===== src/rtl/nd_2to1.sv =====
// Two-input 4-phase message merger: per-input FIFOs feed one registered 4-phase output channel.
// Latency: input written at edge t, snd0_req high after t+1 at the earliest. Full FIFO stalls rcvK_ack low.
// Build option ND_2TO1_RR_ARB_EN selects round-robin arbitration; otherwise input 0 has fixed priority.
module nd_2to1 #(
    parameter int FSZ = 2,
    parameter int ASZ = 8,
    parameter int DSZ = 8,
    parameter int RSZ = 4
) (
    input  logic           gch_clk,
    input  logic           gch_reset,
    output logic           gch_ready,
    input  logic           rcv0_req,
    output logic           rcv0_ack,
    input  logic [ASZ-1:0] rcv0_src,
    input  logic [ASZ-1:0] rcv0_dst,
    input  logic [DSZ-1:0] rcv0_dat,
    input  logic [RSZ-1:0] rcv0_red,
    input  logic           rcv1_req,
    output logic           rcv1_ack,
    input  logic [ASZ-1:0] rcv1_src,
    input  logic [ASZ-1:0] rcv1_dst,
    input  logic [DSZ-1:0] rcv1_dat,
    input  logic [RSZ-1:0] rcv1_red,
    output logic           snd0_req,
    input  logic           snd0_ack,
    output logic [ASZ-1:0] snd0_src,
    output logic [ASZ-1:0] snd0_dst,
    output logic [DSZ-1:0] snd0_dat,
    output logic [RSZ-1:0] snd0_red
);
    localparam int PW = (FSZ > 1) ? $clog2(FSZ) : 1;
    localparam int CW = $clog2(FSZ + 1);

    typedef struct packed {
        logic [ASZ-1:0] src;
        logic [ASZ-1:0] dst;
        logic [DSZ-1:0] dat;
        logic [RSZ-1:0] red;
    } msg_t;

    typedef enum logic [1:0] {IDLE, SEND, WAIT} state_t;

    msg_t          mem_q [2][FSZ];
    logic [PW-1:0] head_q [2], head_d [2], tail_q [2], tail_d [2];
    logic [CW-1:0] cnt_q [2], cnt_d [2];
    logic [1:0]    ack_q, ack_d, req_in, wr_en, rd_en, ne;
    msg_t          msg_in [2];
    msg_t          out_q, out_d, head_msg;
    state_t        state_q, state_d;
    logic          snd_req_q, snd_req_d, ready_q, ready_d, win, pop;
`ifdef ND_2TO1_RR_ARB_EN
    logic          prio_q, prio_d;
`endif

    assign req_in    = {rcv1_req, rcv0_req};
    assign msg_in[0] = '{rcv0_src, rcv0_dst, rcv0_dat, rcv0_red};
    assign msg_in[1] = '{rcv1_src, rcv1_dst, rcv1_dat, rcv1_red};
    assign ne        = {cnt_q[1] != '0, cnt_q[0] != '0};

`ifdef ND_2TO1_RR_ARB_EN
    // prio_q holds the input favoured on contention, i.e. the one that did not win last.
    assign win = (ne[0] && ne[1]) ? prio_q : ne[1];
`else
    assign win = !ne[0];
`endif
    assign pop      = (state_q == IDLE) && (ne != 2'b00);
    assign rd_en    = pop ? (win ? 2'b10 : 2'b01) : 2'b00;
    assign head_msg = mem_q[win][head_q[win]];

    always_comb begin
        ack_d = ack_q;
        wr_en = 2'b00;
        for (int k = 0; k < 2; k++) begin
            // A pop in the same cycle frees a slot, so a full FIFO may still accept.
            wr_en[k] = req_in[k] && !ack_q[k] && ((cnt_q[k] != CW'(FSZ)) || rd_en[k]);
            if (!req_in[k])
                ack_d[k] = 1'b0;
            else if (wr_en[k])
                ack_d[k] = 1'b1;
            tail_d[k] = tail_q[k];
            head_d[k] = head_q[k];
            if (wr_en[k])
                tail_d[k] = (tail_q[k] == PW'(FSZ - 1)) ? '0 : tail_q[k] + 1'b1;
            if (rd_en[k])
                head_d[k] = (head_q[k] == PW'(FSZ - 1)) ? '0 : head_q[k] + 1'b1;
            cnt_d[k] = cnt_q[k] + CW'(wr_en[k]) - CW'(rd_en[k]);
        end
    end

    always_comb begin
        state_d   = state_q;
        out_d     = out_q;
        snd_req_d = snd_req_q;
        ready_d   = 1'b1;
`ifdef ND_2TO1_RR_ARB_EN
        prio_d    = pop ? !win : prio_q;
`endif
        case (state_q)
            IDLE: if (pop) begin
                out_d     = head_msg;
                snd_req_d = 1'b1;
                state_d   = SEND;
            end
            SEND: if (snd0_ack) begin
                snd_req_d = 1'b0;
                state_d   = WAIT;
            end
            WAIT: if (!snd0_ack) state_d = IDLE;
            default: state_d = IDLE;
        endcase
    end

    always_ff @(posedge gch_clk) begin
        for (int k = 0; k < 2; k++)
            if (wr_en[k]) mem_q[k][tail_q[k]] <= msg_in[k];
    end

    always_ff @(posedge gch_clk) begin
        if (!gch_reset) begin
            state_q   <= IDLE;
            out_q     <= '0;
            snd_req_q <= 1'b0;
            ready_q   <= 1'b0;
            ack_q     <= 2'b00;
`ifdef ND_2TO1_RR_ARB_EN
            prio_q    <= 1'b0;
`endif
            for (int k = 0; k < 2; k++) begin
                head_q[k] <= '0;
                tail_q[k] <= '0;
                cnt_q[k]  <= '0;
            end
        end else begin
            state_q   <= state_d;
            out_q     <= out_d;
            snd_req_q <= snd_req_d;
            ready_q   <= ready_d;
            ack_q     <= ack_d;
`ifdef ND_2TO1_RR_ARB_EN
            prio_q    <= prio_d;
`endif
            for (int k = 0; k < 2; k++) begin
                head_q[k] <= head_d[k];
                tail_q[k] <= tail_d[k];
                cnt_q[k]  <= cnt_d[k];
            end
        end
    end

    assign gch_ready = ready_q;
    assign rcv0_ack  = ack_q[0];
    assign rcv1_ack  = ack_q[1];
    assign snd0_req  = snd_req_q;
    assign snd0_src  = out_q.src;
    assign snd0_dst  = out_q.dst;
    assign snd0_dat  = out_q.dat;
    assign snd0_red  = out_q.red;
endmodule

===== config.mk =====
export PLATFORM = sky130hd
export DESIGN_NAME = nd_2to1
export DESIGN_NICKNAME = d
export VERILOG_FILES = /design/src/rtl/nd_2to1.sv
export SDC_FILE = /design/constraint.sdc
export NUM_CORES = 1
export LEC_CHECK = 0
export ABC_AREA = 1
export CORE_MARGIN = 4
export CORE_UTILIZATION = 60
export DETAILED_ROUTE_END_ITERATION = 10
export DONT_BUFFER_PORTS = 1
export PLACE_DENSITY_LB_ADDON = 0.1
export SLEW_MARGIN = 30
export SYNTH_ARGS = -nofsm -noshare
export SYNTH_HDL_FRONTEND = slang
export SYNTH_SLANG_ARGS = --single-unit

===== constraint.sdc =====
create_clock -name gch_clk -period 7.7 [get_ports gch_clk]
set_input_delay 1.54 -clock gch_clk [delete_from_list [all_inputs] [get_ports gch_clk]]
set_output_delay 1.54 -clock gch_clk [all_outputs]
set_load 0.02 [all_outputs]

==> impl_metrics.yaml <==
power:
  cellLeakagePower_nw: 2.980
  p_total_w: 0.002656
  vdd_drop_max_uv: 210.0
  power_density_nw_per_um2: 387.2
critical_path:
  r2r_slack_ps: 3910
  cp_max_fo: 61
  required_ps: 8180
  path_cells: "nor2_4 > buf_4 > clkinv_2 > o21ai_4 > inv_2 > nand3_1 > nand2_1 > inv_1"
  end_kind: "register"
  cp_slowest_stage_delay_ps: 1000
  start_kind: "register"
  setup.worst_path.class: "register to register"
  arrival_ps: 4260
  critPathSlowestCell: "o21ai_4"
clock_tree:
  cts_resized: 0
  clock-sinks: 154
  cts_buffers: 17
  cts_root_buf: "clkbuf_8"
  htreeDepth: 4
  path_clk_slew_ps: 60
  clk_latency_ps: 530
  hold_buffers: 0
  post_cts_buffers: 0
  cts_tree: "built"
  clock_path_buffers: 2
sta:
  hold_viol: 0
  rsz0062_at_grt: "no"
  fin_setup_tns_ps: 0
  clock_skew_ps: 6.204
  drv_slew: 0
  setup_violations: 0
  worst_pin_slew_ps: 951.8
  max_slew_margin: 0.3640
  fmaxAchievable_ghz: 0.2640
  fin_crit_ps: 3788
  min_period_over_period: 0.4919
floorplan:
  rows: 36
  io-pin-count: 93
  coreArea_um2: 9910
  die_y_um: 109.4
  initial_core_util: 0.6221
  die-area_um2: 11960
  die_w_um: 109.4
final_layout:
  nNetsFinal: 681
  final_layout_size_suffix_gt1_frac: 0.07120
  diodes: 0
  layoutNonFillerInstCount: 765
  mostFrequentLayoutCells: "nand2_1 (267), edfxtp_1 (112), inv_1 (73)"
  final_common_cell: "nand2_1"
  syn2layout_area_growth_pct: 11.26
routing:
  dr_total_vias: 3980
  wl_per_cell_um: 15.85
  dr.pass1.iters: 5
  detail_route.drc_violations: 0
  via_per_inst: 5.203
  antenna_left: 0
  routed_wl_um: 12130
  drt_first_iter_violations: 273
yosys:
  synth-seq-area-share: 0.6820
  yosys_warnings: 0
  yosys_register_bits: 154
  avgSynthCellArea_um2: 9.895
  synthFlopType: "edfxtp_1"
  ys_types: 21
  syn-instance-count: 623
  ys_async_sr_fraction: 0
  netlist_area_um2: 6165
  synth-edff-count: 112
  syn_nets: 685
global_routing:
  overflow: 0
  grt_pass1_wl_um: 18930
  grt_max_degree: 62
  antenna_found_initial: 0
  grt_pass1_vias: 3854
  track_usage: 0.2135
place:
  port_buffers: 0
  place.gp.congestion: 0.8166
  place_inst: 732
  dp_hpwl_um: 7034
run:
  drv_cap: 0
min_path:
  worstHoldPathType: "register to register"
outcome:
  status: "complete, no violations"
metal layers:
layer	wire [um]	up-vias	share of wire	track usage
met1	4800	1841	0.40	0.2553
li1	-	1988	-	-
met5	0	-	0	0
met2	6049	136	0.50	0.3575
met3	1046	15	0.086	0.07810
met4	232	0	0.019	0.07480
stage by stage:
stage / hold slack [ps] / setup WS [ps] / cell area, um^2 / util
global route: 505.4 / 3519 / 6859 / 0.6922
CTS: 477.1 / 4298 / 6830 / 0.6893
floorplan: 444.1 / 4131 / 6165 / -
global placement: 456.2 / 4388 / 6222 / 0.6279
detailed placement: 466.2 / 4334 / 6222 / 0.6279
finish: 475.2 / 3912 / 6859 / 0.6922
synth_stat cells, types with 3 or more instances:
master / instances / area share
buf_2: 12 / 0.0097
dfxtp_1: 42 / 0.14
edfxtp_1: 112 / 0.55
o21ai_0: 5 / 0.0041
nand3_1: 34 / 0.028
nor2_1: 12 / 0.0073
inv_2: 3 / 0.0018
buf_4: 7 / 0.0085
nand2_1: 267 / 0.16
a21oi_1: 36 / 0.029
clkbuf_1: 5 / 0.0030
inv_1: 75 / 0.046
cell type report:
cell class,instances,area [um^2]
clock buffers,20,435.4
clock inverters,12,172.7
fillers,734,3050
inverters,78,294.0
multi-input cells,365,1544
flip-flops and latches,154,4204
well taps,133,166.4
repair buffers,3,42.54
cells by family after synthesis:
logic type / after synthesis / share of synthesized area
AOI/OAI and AO/OA: 45 / 0.03856
xor gates and xnor gates: 1 / 0.001421
adders and majority gates: 1 / 0.002029
buffers and inverters: 104 / 0.07246
DFF: 154 / 0.6820
and+or+nand+nor: 318 / 0.2036
final timing paths:
| path | startpoint | depth (start not counted) | endpoint |
|---|---|---|---|
| worst max-delay path | cnt_q[0][1] | 8 | snd0_src[2] |
| worst min-delay path | head_q[1] | 2 | head_q[1] |
| worst max register to register | cnt_q[0][1] | 8 | snd0_src[2] |
| worst min register to register | head_q[1] | 2 | head_q[1] |
critical path: cells and delay by family (launching register included):
kind | cells | cell delay (ps)
compound gates | 1 | 1000
buf+inv | 4 | 1890
simple gates | 3 | 420
flops | 1 | 360
report_power, final:
part	internal [W]	leakage [nW]	switching (W)
combinational	0.000176	1.30	0.000402
clock	0.000533	0.295	0.000315
sequential	0.00105	1.39	0.000182
total	0.00176	2.98	0.000898
registers in the layout, indices dropped and copies added, names as in the netlist, 2 cells and up:
name	count
head_q	2
snd0_dat	8
cnt_q	4
tail_q	2
snd0_dst	8
snd0_red	4
mem_q	112
snd0_src	8
state_q	2
ack_q	2
Power figures use the tool's default switching activity.
